<file path="config.mk">
export PLATFORM = sky130hd
export DESIGN_NAME = eth_mac_swap
export DESIGN_NICKNAME = d
export VERILOG_FILES = /design/src/rtl/eth_pkg.sv /design/src/rtl/axis_reg_slice.sv /design/src/rtl/eth_mac_swap.sv
export SDC_FILE = /design/constraint.sdc
export NUM_CORES = 1
export LEC_CHECK = 0
export BUFFER_PORTS_ARGS = -buffer_cell sky130_fd_sc_hd__buf_4
export CORE_MARGIN = 3
export CORE_UTILIZATION = 45
export CTS_BUF_LIST = sky130_fd_sc_hd__clkbuf_16
export CTS_CLUSTER_SIZE = 28
export DETAILED_ROUTE_END_ITERATION = 16
export HOLD_SLACK_MARGIN = 0.05
export PLACE_DENSITY_LB_ADDON = 0.05
export SYNTH_ARGS = -nofsm -noshare
export SYNTH_HDL_FRONTEND = slang
export SYNTH_SLANG_ARGS = --single-unit
</file>
<file path="constraint.sdc">
create_clock -name gtx_clk -period 4.8 [get_ports gtx_clk]
set_clock_uncertainty 0.05 [all_clocks]
set_input_delay 0.48 -clock gtx_clk [delete_from_list [all_inputs] [get_ports gtx_clk]]
set_output_delay 0.48 -clock gtx_clk [all_outputs]
set_load 0.005 [all_outputs]
</file>
<file path="src/rtl/eth_pkg.sv">
// Shared Ethernet header constants, the MAC-swap FSM state type and the
// header byte reordering helper.
package eth_pkg;

  localparam int HDR_LEN = 12;
  localparam int MAC_LEN = 6;

  typedef enum logic [1:0] {
    CAPTURE  = 2'd0,
    EMIT     = 2'd1,
    PASS     = 2'd2,
    DROPWAIT = 2'd3
  } state_e;

  // Buffer index that feeds output header byte idx: src MAC first, then dst MAC.
  function automatic logic [3:0] hdr_sel(input logic [3:0] idx, input logic swap);
    if (!swap || idx >= 4'(HDR_LEN)) return idx;
    return (idx < 4'(MAC_LEN)) ? idx + 4'(MAC_LEN) : idx - 4'(MAC_LEN);
  endfunction

endpackage

</file>
<file path="src/rtl/axis_reg_slice.sv">
// Single-stage AXI4-Stream register slice; outputs come straight from flops,
// so there is no combinational path from m_tready to any m_* output.
module axis_reg_slice (
  input  logic       clk,
  input  logic       rst_n,
  input  logic [7:0] s_tdata,
  input  logic       s_tvalid,
  input  logic       s_tlast,
  input  logic       s_tuser,
  output logic       s_tready,
  output logic [7:0] m_tdata,
  output logic       m_tvalid,
  output logic       m_tlast,
  output logic       m_tuser,
  input  logic       m_tready
);

  assign s_tready = !m_tvalid || m_tready;

  always_ff @(posedge clk or negedge rst_n) begin
    if (!rst_n) begin
      m_tdata  <= 8'h00;
      m_tvalid <= 1'b0;
      m_tlast  <= 1'b0;
      m_tuser  <= 1'b0;
    end else if (s_tready) begin
      // NOTE: sequential state uses non-blocking assignments so every flop
      // samples pre-edge values regardless of statement order.
      m_tvalid <= s_tvalid;
      if (s_tvalid) begin
        m_tdata <= s_tdata;
        m_tlast <= s_tlast;
        m_tuser <= s_tuser;
      end
    end
  end

endmodule

</file>
<file path="src/rtl/eth_mac_swap.sv">
// Buffers the 12-byte Ethernet MAC header, re-emits it with destination and
// source swapped, then streams the payload through one register stage.
module eth_mac_swap
  import eth_pkg::*;
#(
  parameter int COUNT_W = 16,
  parameter int SWAP_EN = 1
) (
  input  logic               gtx_clk,
  input  logic               gtx_resetn,
  input  logic [7:0]         rx_axis_tdata,
  input  logic               rx_axis_tvalid,
  input  logic               rx_axis_tlast,
  input  logic               rx_axis_tuser,
  output logic               rx_axis_tready,
  output logic [7:0]         tx_axis_tdata,
  output logic               tx_axis_tvalid,
  output logic               tx_axis_tlast,
  output logic               tx_axis_tuser,
  input  logic               tx_axis_tready,
  output logic [COUNT_W-1:0] frames_fwd,
  output logic [COUNT_W-1:0] frames_runt
);

  localparam logic [3:0]         LAST_IDX = 4'(HDR_LEN - 1);
  localparam logic [COUNT_W-1:0] CNT_MAX  = {COUNT_W{1'b1}};

  logic [1:0] rst_sync;
  logic       rst_n;
  state_e     state;
  logic [3:0] byte_idx;
  logic [7:0] hdr [HDR_LEN];
  logic       hdr_last;
  logic       hdr_user;
  logic       rx_rdy;
  logic [7:0] s_tdata;
  logic       s_tvalid, s_tlast, s_tuser, s_tready;

  // Assert asynchronously, release two gtx_clk edges after gtx_resetn rises.
  always_ff @(posedge gtx_clk or negedge gtx_resetn) begin
    if (!gtx_resetn) rst_sync <= 2'b00;
    else             rst_sync <= {rst_sync[0], 1'b1};
  end
  assign rst_n = rst_sync[1];

  always_comb begin
    // NOTE: every output of this block gets a default first, so no path
    // through the case can leave a value unassigned and infer a latch.
    rx_rdy   = 1'b0;
    s_tvalid = 1'b0;
    s_tdata  = 8'h00;
    s_tlast  = 1'b0;
    s_tuser  = 1'b0;
    unique case (state)
      CAPTURE: rx_rdy = 1'b1;
      EMIT: begin
        s_tvalid = 1'b1;
        s_tdata  = hdr[hdr_sel(byte_idx, SWAP_EN != 0)];
        s_tlast  = hdr_last && (byte_idx == LAST_IDX);
        s_tuser  = hdr_user && (byte_idx == LAST_IDX);
      end
      PASS: begin
        s_tvalid = rx_axis_tvalid;
        s_tdata  = rx_axis_tdata;
        s_tlast  = rx_axis_tlast;
        s_tuser  = rx_axis_tuser;
        rx_rdy   = s_tready;
      end
      default: ;
    endcase
  end

  // State is forced to CAPTURE during reset, so the gate keeps tready low there.
  assign rx_axis_tready = rx_rdy && rst_n;

  always_ff @(posedge gtx_clk or negedge rst_n) begin
    if (!rst_n) begin
      state       <= CAPTURE;
      byte_idx    <= 4'd0;
      hdr_last    <= 1'b0;
      hdr_user    <= 1'b0;
      frames_runt <= '0;
      // NOTE: the header buffer is deliberately cleared on reset so nothing
      // from an aborted frame can ever be re-emitted.
      for (int i = 0; i < HDR_LEN; i++) hdr[i] <= 8'h00;
    end else begin
      unique case (state)
        CAPTURE: if (rx_axis_tvalid) begin
          hdr[byte_idx] <= rx_axis_tdata;
          if (byte_idx == LAST_IDX) begin
            hdr_last <= rx_axis_tlast;
            hdr_user <= rx_axis_tuser;
            byte_idx <= 4'd0;
            state    <= EMIT;
          end else if (rx_axis_tlast) begin
            byte_idx <= 4'd0;
            if (frames_runt != CNT_MAX) frames_runt <= frames_runt + 1'b1;
          end else begin
            byte_idx <= byte_idx + 1'b1;
          end
        end
        EMIT: if (s_tready) begin
          if (byte_idx == LAST_IDX) begin
            byte_idx <= 4'd0;
            state    <= hdr_last ? CAPTURE : PASS;
          end else begin
            byte_idx <= byte_idx + 1'b1;
          end
        end
        PASS: if (rx_axis_tvalid && s_tready && rx_axis_tlast) state <= CAPTURE;
        default: begin
          state    <= CAPTURE;
          byte_idx <= 4'd0;
        end
      endcase
    end
  end

  always_ff @(posedge gtx_clk or negedge rst_n) begin
    if (!rst_n) begin
      frames_fwd <= '0;
    end else if (tx_axis_tvalid && tx_axis_tready && tx_axis_tlast && frames_fwd != CNT_MAX) begin
      frames_fwd <= frames_fwd + 1'b1;
    end
  end

  axis_reg_slice u_slice (
    .clk      (gtx_clk),
    .rst_n    (rst_n),
    .s_tdata  (s_tdata),
    .s_tvalid (s_tvalid),
    .s_tlast  (s_tlast),
    .s_tuser  (s_tuser),
    .s_tready (s_tready),
    .m_tdata  (tx_axis_tdata),
    .m_tvalid (tx_axis_tvalid),
    .m_tlast  (tx_axis_tlast),
    .m_tuser  (tx_axis_tuser),
    .m_tready (tx_axis_tready)
  );

endmodule

</file>
==> summary.md <==
| Metric | Value |
|---|---|
| Outcome | complete, no violations |
| Reg2reg start | byte_idx[2] |
| Drt first-iter violations | 306 |
| I/O Pins | 58 |
| Min Hold Slack | 264 ps |
| Slew headroom | 33.7% |
| Ant diodes | 0 |
| RePlAce Congestion | 0.834 |
| Synth top area share | 50.8% |
| Post-CTS Resized | 0 |
| Share of cells above drive strength 1 | 36.3% |
| Main flop type after synthesis | dfrtp_1 |
| Core area | 15900 µm² |
| Static Leakage | 3.92 nW |
| Number of global-route vias before repair | 5112 |
| Hold Buf Count CTS | 1 |
| Synth top area cells | dfrtp_1, mux2_2, nand2_1, mux4_2, xnor2_1 |
| Vias per cell | 5.60 |
| Max Slew Vio Count | 0 |
| Clk slew on worst S/H paths | 60 ps |
| Post-Syn Instances | 595 |
| Crit path buf inv count | 1 |
| Fin crit share | 74.2% |
| Congestion Overflow GR | 0 |
| Worst EP arrival | 3870 ps |
| Die X-Extent | 134 µm |
| Synthesis-to-finish area growth | 17.2% |
| DRT antenna net count | 0 |
| Placed Area | 7960 µm² |
| CP startpoint kind | flip-flop |
| Hold Crit Class | in -> reg |
| Post-synth top area cell | dfrtp_1 |
| Clock Latency Late Sink | 420 ps |
| First-pass GRT wire length | 27200 µm |
| Slowest CP cell | dfrtp_1 |
| Worst setup EP type | flip-flop |
| Most frequent cells in the layout | dfrtp_1, mux2_2, buf_4 |
| Fraction of registers with async set/reset | 100% |
| Sink Count | 149 |
| Pwr Density | 541 nW/µm² |
| Site Rows | 46 |
| Fin. Hold Viols | 0 |
| Setup TNS | 0 ps |
| Worst-Margin Slew | 982 ps |
| Flop and latch count out of synthesis | 149 |
| Final setup violation count | 0 |
| Hold Crit Depth | 2 |
| Post-CTS setup buffers | 0 |
| Worst Hold Launch | rx_axis_tuser |
| WP depth | 7 |
| Largest net degree at the start of global routing | 67 |
| Worst R2R Setup Slack | 1240 ps |
| Routed WL per cell | 18.3 µm |
| Slowest stage delay, CP | 770 ps |
| GRT Overall Usage | 19.4% |
| Clock Root Buffer | clkbuf_16 |
| Delay-heaviest family, CP | flip-flops |
| Nets | 676 |
| Initial DRT Pass Iterations | 4 |
| Initial antenna violation count | 0 |
| Crit path kind | reg -> reg |
| RR Endpoint | u_slice.m_tdata[6] |
| Maxcap violations | 0 |
| Peak VDD IR | 315 µV |
| H-tree levels | 4 |
| Final WL | 16100 µm |
| Post-synth EDFFs | 0 |
| CTS Buffer Depth | 2 |
| Drt drc | 0 |
| CP required | 5110 ps |
| Mapped Area | 7330 µm² |
| Reg2Reg Depth | 7 |
| CTS tree | yes |
| Tot Pwr | 4.65 mW |
| Total clock buffers created by CTS | 17 |
| Vias | 4926 |
| Die area | 17900 µm² |
| Crit path max fanout | 24 |
| Syn nets | 620 |
| Synth cell types | 54 |
| Crit-path cells | inv_1 > ha_1 > and4bb_2 > a211oi_4 > mux4_1 > nor2_1 > o32a_1 |
| Port-buffer cells | 57 |
| YS warnings | 0 |
| Commonest non-fill, non-tap cell in the layout | dfrtp_1 |
| Design Area, Final | 8600 µm² |
| Initial Util | 46.0% |
| RSZ-0062 raised after global routing | no |
| Die Span Y | 134 µm |
| Synthesized area per cell | 12.3 µm² |
| Post-layout min period | 3560 ps |
| Post-synthesis sequential area ratio | 50.8% |
| Hold Crit Endpoint | hdr_user |
| Dpl hpwl | 11300 µm |
| Fmax | 281 MHz |
-- worst reg2reg max path: stages (launching register included) --
cell      delay [ps]
dfrtp_1          770
inv_1            260
ha_1             740
and4bb_2         320
a211oi_4         460
mux4_1           620
nor2_1           110
o32a_1           150
-- per-layer routing --
metal	wire (µm)	GRT usage, %	vias to the layer above
met3	536	4.72	21
met5	0	0	-
met1	6990	24.9	2536
li1	-	-	2290
met4	308	6.57	0
met2	8270	32.3	79
-- cell families (layout without fill, tap and decap cells) --
logic type | after synthesis | after routing | synth area share, %
adders and majority gates | 11 | 11 | 1.88
other | 1 | 1 | 0.0511
buffers and inverters | 36 | 104 | 2.08
xor gates and xnor gates | 32 | 32 | 3.92
muxes | 136 | 136 | 22.2
and+or+nand+nor | 165 | 165 | 12.3
DFF | 149 | 149 | 50.8
AOI/OAI and AO/OA | 65 | 65 | 6.69
-- stage by stage --
step | instances | utilization [%] | setup WS [ps]
2_1_floorplan | 595 | - | 278
3_3_place_gp | 847 | 49.9 | 1440
3_5_place_dp | 847 | 49.9 | 1270
4_1_cts | 879 | 53.9 | 1260
5_1_grt | 879 | 53.9 | 882
6_report | 879 | 53.9 | 1240
-- power breakdown --
part	total (mW)	switching, mW	leakage, nW	internal (mW)
combinational	1.43	0.705	1.64	0.721
sequential	1.79	0.225	1.97	1.57
clock	1.44	0.519	0.308	0.917
-- Yosys cell counts (all sizes together) (11+ instances only) --
cell type	number
nor2	17
nor2b	11
a211oi	15
nand2	60
nand3	20
clkbuf	16
xor2	12
dfrtp	149
inv	11
xnor2	20
mux2	122
ha	11
-- worst max path at each step --
stage                            from            endpoint  slack [ps]
after global placement    byte_idx[2]  u_slice.m_tdata[6]        1440
after detailed placement  byte_idx[2]  u_slice.m_tdata[6]        1270
after CTS                 byte_idx[2]  u_slice.m_tdata[6]        1260
final                     byte_idx[2]  u_slice.m_tdata[6]        1240
after floorplan           rst_sync[1]         byte_idx[0]         280
after global routing      byte_idx[2]  u_slice.m_tdata[6]         880
-- flip-flops by register name, indices dropped and copies added (netlist names) --
signal / cells
rst_sync: 2
u_slice.m_tuser: 1
hdr_last: 1
byte_idx: 4
u_slice.m_tlast: 1
frames_runt: 16
u_slice.m_tdata: 8
hdr_user: 1
u_slice.m_tvalid: 1
hdr: 96
frames_fwd: 16
state: 2
-- area by class of cell --
cell class | count | area [µm²]
inverters | 11 | 41.3
clock buffers | 17 | 425
well taps | 216 | 270
multi-input cells | 410 | 3450
flip-flops and latches | 149 | 3730
fillers | 1384 | 7340
clock inverters | 14 | 209
repair buffers | 62 | 468
Power figures use the tool's default switching activity.
